File: config.mk
export PLATFORM = sky130hd
export DESIGN_NAME = mult36_rr_sched
export DESIGN_NICKNAME = d
export VERILOG_FILES = /design/src/rtl/mult36_pkg.sv /design/src/rtl/mult36x36p72.sv /design/src/rtl/rr_arb_onehot.sv /design/src/rtl/mult36_rr_sched.sv
export SDC_FILE = /design/constraint.sdc
export NUM_CORES = 2
export LEC_CHECK = 0
export BUFFER_PORTS_ARGS = -buffer_cell sky130_fd_sc_hd__buf_2
export CORE_ASPECT_RATIO = 0.8
export CORE_MARGIN = 1.5
export CORE_UTILIZATION = 50
export CTS_CLUSTER_DIAMETER = 200
export DETAILED_ROUTE_END_ITERATION = 6
export HOLD_SLACK_MARGIN = 0.15
export PLACE_DENSITY = 0.73
export REMOVE_ABC_BUFFERS = 1
export SETUP_SLACK_MARGIN = 0.5
export SYNTH_ARGS = -nofsm -noshare
export SYNTH_HDL_FRONTEND = slang
export SYNTH_SLANG_ARGS = --single-unit
File: constraint.sdc
create_clock -name clk -period 11.49 [get_ports clk]
set_input_delay 1.149 -clock clk [delete_from_list [all_inputs] [get_ports clk]]
set_output_delay 1.149 -clock clk [all_outputs]
set_load 0.01 [all_outputs]
File: src/rtl/mult36_pkg.sv
// Shared constants, helper function and response bundle for the 36x36+72 multiply scheduler.
// Latency: n/a (package only).
// Backpressure: n/a (package only).
// Contents: operand/result widths, clog2, rsp_t {id, result}.
package mult36_pkg;

  localparam int MULT_AW = 36;   // A/B operand width
  localparam int MULT_CW = 72;   // C addend width
  localparam int MULT_RW = 73;   // result width
  localparam int MAX_IDW = 3;    // widest requester tag (up to 8 requesters)

  function automatic int clog2(input int n);
    int r;
    r = 0;
    while ((1 << r) < n) r++;
    return r;
  endfunction

  typedef struct packed {
    logic [MAX_IDW-1:0] id;
    logic [MULT_RW-1:0] result;
  } rsp_t;

endpackage

File: src/rtl/mult36x36p72.sv
// Signed 36x36 multiply plus signed 72-bit addend, full-precision 73-bit signed result.
// Latency: purely combinational.
// Backpressure: none.
// Ports: a, b signed operands; c signed addend; r = sext73(a*b) + sext73(c).
module mult36x36p72
  import mult36_pkg::*;
(
  input  logic signed [MULT_AW-1:0] a,
  input  logic signed [MULT_AW-1:0] b,
  input  logic        [MULT_CW-1:0] c,
  output logic        [MULT_RW-1:0] r
);

  logic signed [MULT_CW-1:0] prod;

  // 36x36 signed product always fits in 72 bits; one extra bit absorbs the add carry.
  assign prod = a * b;
  assign r    = {prod[MULT_CW-1], prod} + {c[MULT_CW-1], c};

endmodule

File: src/rtl/rr_arb_onehot.sv
// Round-robin one-hot arbiter: grants the first asserted req at or above ptr, wrapping modulo N.
// Latency: purely combinational.
// Backpressure: none; caller qualifies the grant with its own load condition.
// Ports: req[N] requests, ptr[W] highest-priority index, grant[N] one-hot or zero.
module rr_arb_onehot
  import mult36_pkg::*;
#(
  parameter  int N = 4,
  localparam int W = clog2(N)
) (
  input  logic [N-1:0] req,
  input  logic [W-1:0] ptr,
  output logic [N-1:0] grant
);

  int best_d;
  int d;

  // Pick the requester with the smallest circular distance from ptr.
  always_comb begin
    grant  = '0;
    best_d = N;
    d      = 0;
    for (int i = 0; i < N; i++) begin
      d = i - int'(ptr);
      if (d < 0) d = d + N;
      if (req[i] && (d < best_d)) begin
        best_d   = d;
        grant    = '0;
        grant[i] = 1'b1;
      end
    end
  end

endmodule

File: src/rtl/mult36_rr_sched.sv
// Shares one mult36x36p72 among NREQ valid/ready requesters with round-robin arbitration.
// Latency: request handshaken in cycle k yields rsp_valid in cycle k+2; one op per cycle sustained.
// Backpressure: rsp_ready low stalls S2, S1 fills once more, then all req_ready drop to 0.
// Ports: clk, resetn (async, active-low); req_valid/req_ready/req_a/req_b/req_c per requester
//        (flattened, requester i at slice i); rsp_valid/rsp_ready/rsp_id/rsp_result; busy.
module mult36_rr_sched
  import mult36_pkg::*;
#(
  parameter  int NREQ = 4,
  localparam int IDW  = clog2(NREQ)
) (
  input  logic                      clk,
  input  logic                      resetn,
  input  logic [NREQ-1:0]           req_valid,
  output logic [NREQ-1:0]           req_ready,
  input  logic [NREQ*MULT_AW-1:0]   req_a,
  input  logic [NREQ*MULT_AW-1:0]   req_b,
  input  logic [NREQ*MULT_CW-1:0]   req_c,
  output logic                      rsp_valid,
  input  logic                      rsp_ready,
  output logic [IDW-1:0]            rsp_id,
  output logic [MULT_RW-1:0]        rsp_result,
  output logic                      busy
);

  logic [NREQ-1:0]    grant;
  logic               adv_s2;
  logic               load_s1;
  logic               accept;
  logic [IDW-1:0]     g_idx;
  logic [MULT_AW-1:0] sel_a;
  logic [MULT_AW-1:0] sel_b;
  logic [MULT_CW-1:0] sel_c;
  logic [MULT_RW-1:0] mult_r;

  logic               s1_v_q,   s1_v_d;
  logic [MULT_AW-1:0] s1_a_q,   s1_a_d;
  logic [MULT_AW-1:0] s1_b_q,   s1_b_d;
  logic [MULT_CW-1:0] s1_c_q,   s1_c_d;
  logic [IDW-1:0]     s1_id_q,  s1_id_d;
  logic               s2_v_q,   s2_v_d;
  logic [IDW-1:0]     s2_id_q,  s2_id_d;
  logic [MULT_RW-1:0] s2_res_q, s2_res_d;
  logic [IDW-1:0]     rr_ptr_q, rr_ptr_d;

  rr_arb_onehot #(
    .N (NREQ)
  ) u_arb (
    .req   (req_valid),
    .ptr   (rr_ptr_q),
    .grant (grant)
  );

  // Single multiplier instance, fed straight from the S1 registers.
  mult36x36p72 u_mult (
    .a (s1_a_q),
    .b (s1_b_q),
    .c (s1_c_q),
    .r (mult_r)
  );

  always_comb begin
    adv_s2    = !s2_v_q || rsp_ready;
    load_s1   = !s1_v_q || adv_s2;
    // Ready is gated by resetn so nothing is accepted while flops are held in reset.
    req_ready = resetn ? (grant & {NREQ{load_s1}}) : '0;
    accept    = |(req_valid & req_ready);

    g_idx = '0;
    sel_a = '0;
    sel_b = '0;
    sel_c = '0;
    for (int i = 0; i < NREQ; i++) begin
      if (grant[i]) begin
        g_idx = IDW'(i);
        sel_a = req_a[i*MULT_AW +: MULT_AW];
        sel_b = req_b[i*MULT_AW +: MULT_AW];
        sel_c = req_c[i*MULT_CW +: MULT_CW];
      end
    end

    s1_v_d   = s1_v_q;
    s1_a_d   = s1_a_q;
    s1_b_d   = s1_b_q;
    s1_c_d   = s1_c_q;
    s1_id_d  = s1_id_q;
    s2_v_d   = s2_v_q;
    s2_id_d  = s2_id_q;
    s2_res_d = s2_res_q;
    rr_ptr_d = rr_ptr_q;

    if (accept) begin
      rr_ptr_d = (g_idx == IDW'(NREQ-1)) ? '0 : g_idx + IDW'(1);
    end

    if (load_s1) begin
      s1_v_d = accept;
      if (accept) begin
        s1_a_d  = sel_a;
        s1_b_d  = sel_b;
        s1_c_d  = sel_c;
        s1_id_d = g_idx;
      end
    end

    // S2 data only moves with a real operation so rsp_* stays quiet across bubbles.
    if (adv_s2) begin
      s2_v_d = s1_v_q;
      if (s1_v_q) begin
        s2_id_d  = s1_id_q;
        s2_res_d = mult_r;
      end
    end
  end

  always_ff @(posedge clk or negedge resetn) begin
    if (!resetn) begin
      s1_v_q   <= 1'b0;
      s1_a_q   <= '0;
      s1_b_q   <= '0;
      s1_c_q   <= '0;
      s1_id_q  <= '0;
      s2_v_q   <= 1'b0;
      s2_id_q  <= '0;
      s2_res_q <= '0;
      rr_ptr_q <= '0;
    end else begin
      s1_v_q   <= s1_v_d;
      s1_a_q   <= s1_a_d;
      s1_b_q   <= s1_b_d;
      s1_c_q   <= s1_c_d;
      s1_id_q  <= s1_id_d;
      s2_v_q   <= s2_v_d;
      s2_id_q  <= s2_id_d;
      s2_res_q <= s2_res_d;
      rr_ptr_q <= rr_ptr_d;
    end
  end

  assign rsp_valid  = s2_v_q;
  assign rsp_id     = s2_id_q;
  assign rsp_result = s2_res_q;
  assign busy       = s1_v_q | s2_v_q;

endmodule

==> impl_metrics.ini <==
[worst_setup_path]
startpoint_type = register
critPathArrivalTime_ns = 9.89
critical_path_depth = 24
required_ns = 11.99
critPathTopFamily = adder cells
crit_path_max_incr_delay_ns = 1.07
path_cells = buf_4, and2_1, fa_1, fa_1, fa_1, inv_1, fa_1, inv_1, fa_1, fa_1, fa_1, inv_1, fa_1, inv_1, ha_1, a21o_1, a21oi_1, nand2b_1, nor2b_1, o21ai_0, a311oi_2, o21ai_1, xnor2_1, o21ai_1
critPathMostFrequentCell = fa_1
r2r_end = rsp_result[68]
reg2reg_depth = 24
critPathKind = register to register
cp-endpoint = rsp_result[68]
slowest_stage = fa_1
rr_startpoint = s1_b_q[7]
cp_num_buf_inv = 5
cp-startpoint = s1_b_q[7]
cp_max_fo = 26
rrSetupSlack_ns = 2.10
cp-end-kind = register

[sta]
setup_violations = 0
worst_slack_ns = 2.10
fmax_mhz = 106
rsz0062_at_grt = no
timing.final.crit_share_pct = 81.8
finalHoldViolCount = 0
tightest_slew_ns = 1.35
relSlewSlack_pct = 9.91
skew_ns = 0.0369
finalMaxSlewViolations = 0
fin_crit_ns = 9.39
tns_ns = 0

[die]
io_pins = 664
die_area_mm2 = 0.123
die_w_um = 391
design.core.area_mm2 = 0.119
start_util_pct = 50.6
die_height_um = 314
num_rows = 113

[yosys]
ys_seq_elements = 225
avgSynthCellArea_um2 = 8.97
yosysSeqAreaShare_pct = 9.33
synthCells = 6724
netlist_area_mm2 = 0.0603
yosys_most_used_dff = dfrtp_1
synth-edff-count = 0
yosysUniqueCellTypes = 72
postSynth.asyncResetShare_pct = 100
yosys_warnings = 0

[routing]
wl_met2_mm = 88.6
routed-via-count = 48500
totalWireLength_mm = 200
highest_layer = met5
drc = 0
drt-met1-wl_mm = 75.4
drt_iter0_drc = 4290
final_antenna_net_count = 0
wire_per_inst_um = 22.9
routed_via_density = 5.56
detail_route.first_pass.iterations = 6
wl_met3_mm = 23.9

[outcome]
status = finished, final reports clean

[finish]
utilization_pct = 55.4
seqCellArea_mm2 = 0.00566
finalNetCount = 9374
drive_above_1_share_pct = 12.4
fillers = 10700
multi_input_area_mm2 = 0.0476
final_common_cell = fa_1
final_cell_mix = fa_1 (1454), inv_1 (1449), nand2_1 (1073)
syn_to_final_growth_pct = 9.37

[global_routing]
grt_usage_pct = 33.5
first_global_vias = 52000
grt_overflow = 0
grt_max_degree = 208
grt_antenna_before_repair = 16
grt_pass1_wl_mm = 308

[cts]
postCtsHoldBufs = 0
cts_root_buffer = clkbuf_16
post_cts_buffers = 0
cts_buffer_depth = 3
cts_resized = 0
numCtsBuffers = 29
htree_levels = 1
clkTransAtPathRegs_ns = 0.06
clock_sinks = 225
cts_tree = built
insertion_delay_ns = 0.67

[flow_run]
max_cap_violations = 0

[place]
place_ws_ns = 2.25
place.gp.congestion = 1.02
hpwl_mm = 163
io_buffers = 663

[min_path]
hold_class = input port to asynchronous set/reset pin
==> sequential cells by signal, summed over array words and instances (netlist names), 2 cells and up <==
register    flops
rsp_result     73
s1_c_q         72
s1_id_q         2
s1_a_q         36
rsp_id          2
s1_b_q         36
rr_ptr_q        2
==> cell usage after synthesis, types with 4 or more instances <==
cell | n | area [um2]
a31oi_1 | 6 | 37.5
nand3_1 | 153 | 766
buf_2 | 28 | 140
a21oi_1 | 231 | 1160
and2_1 | 621 | 3880
a221oi_1 | 112 | 981
a211o_1 | 5 | 43.8
xor2_1 | 31 | 272
xnor2_1 | 51 | 447
clkbuf_1 | 417 | 1570
o211ai_1 | 5 | 37.5
nand4_1 | 19 | 119
ha_1 | 260 | 3250
o21ai_1 | 13 | 65.1
nand2b_1 | 18 | 113
buf_1 | 6 | 22.5
nor2b_1 | 6 | 37.5
dfrtp_1 | 225 | 5630
o21bai_1 | 21 | 158
nor3_1 | 10 | 50.1
a21o_1 | 37 | 278
nand2_1 | 1075 | 4040
o21ai_0 | 240 | 1200
and3_1 | 13 | 81.3
inv_1 | 1449 | 5440
o21a_1 | 13 | 97.6
nor2_1 | 99 | 372
a211oi_1 | 4 | 30.0
a311oi_1 | 35 | 307
fa_1 | 1454 | 29100
==> stage by stage <==
step | hold WS (ns) | cell area, um2 | cells
after floorplan | 0.439 | 58600 | 6271
after global placement | 0.458 | 64900 | 8655
after detailed placement | 0.465 | 64900 | 8656
after CTS | 0.466 | 65900 | 8710
after global routing | 0.490 | 66000 | 8720
final | 0.456 | 66000 | 8725
==> kinds of logic after synthesis <==
group                    count (synthesis)  share of synthesized area [%]
adder cells (fa/ha/maj)               1714                           53.6
AND/OR/NAND/NOR                       2037                           16.0
AO/OA/AOI/OAI                          761                           7.90
flip-flops                             225                           9.33
buffers and inverters                 1902                           11.9
multiplexers                             3                         0.0498
XOR/XNOR                                82                           1.19
==> layer usage <==
layer  track usage (%)  vias to the layer above
met5              2.13                        -
met4              15.8                       10
met3              9.13                      469
met2              51.2                     2657
met1              44.2                    24600
li1                  -                    20700
==> worst min path at each step <==
stage	end	slack (ns)	depth (start not counted)
CTS	s1_c_q[38]	0.47	1
global route	rsp_result[5]	0.49	1
floorplan	rsp_id[0]	0.44	2
finish	rsp_result[5]	0.46	1
global placement	rsp_result[1]	0.46	2
detailed placement	s1_id_q[0]	0.47	1
==> worst register-to-register path: stages (launching register included) <==
cell	delay, ns
dfrtp_1	0.71
buf_4	0.47
and2_1	0.26
fa_1	0.50
fa_1	0.51
fa_1	1.07
inv_1	0.16
fa_1	0.56
inv_1	0.66
fa_1	0.58
fa_1	0.51
fa_1	0.50
inv_1	0.06
fa_1	0.49
inv_1	0.05
ha_1	0.35
a21o_1	0.22
a21oi_1	0.18
nand2b_1	0.17
nor2b_1	0.22
o21ai_0	0.15
a311oi_2	0.48
o21ai_1	0.16
xnor2_1	0.18
o21ai_1	0.08
==> final cells by class <==
type | count | share of cell area (%)
clock buffers | 32 | 1.15
diodes | 15 | 0.0569
repair buffers | 775 | 6.36
flip-flops and latches | 225 | 8.57
multi-input cells | 4597 | 72.1
clock inverters | 22 | 0.463
well taps | 1610 | 3.05
inverters | 1449 | 8.24
Power is not shown: default switching activity piles up to over one toggle a cycle in this logic, so the estimate is an artifact.
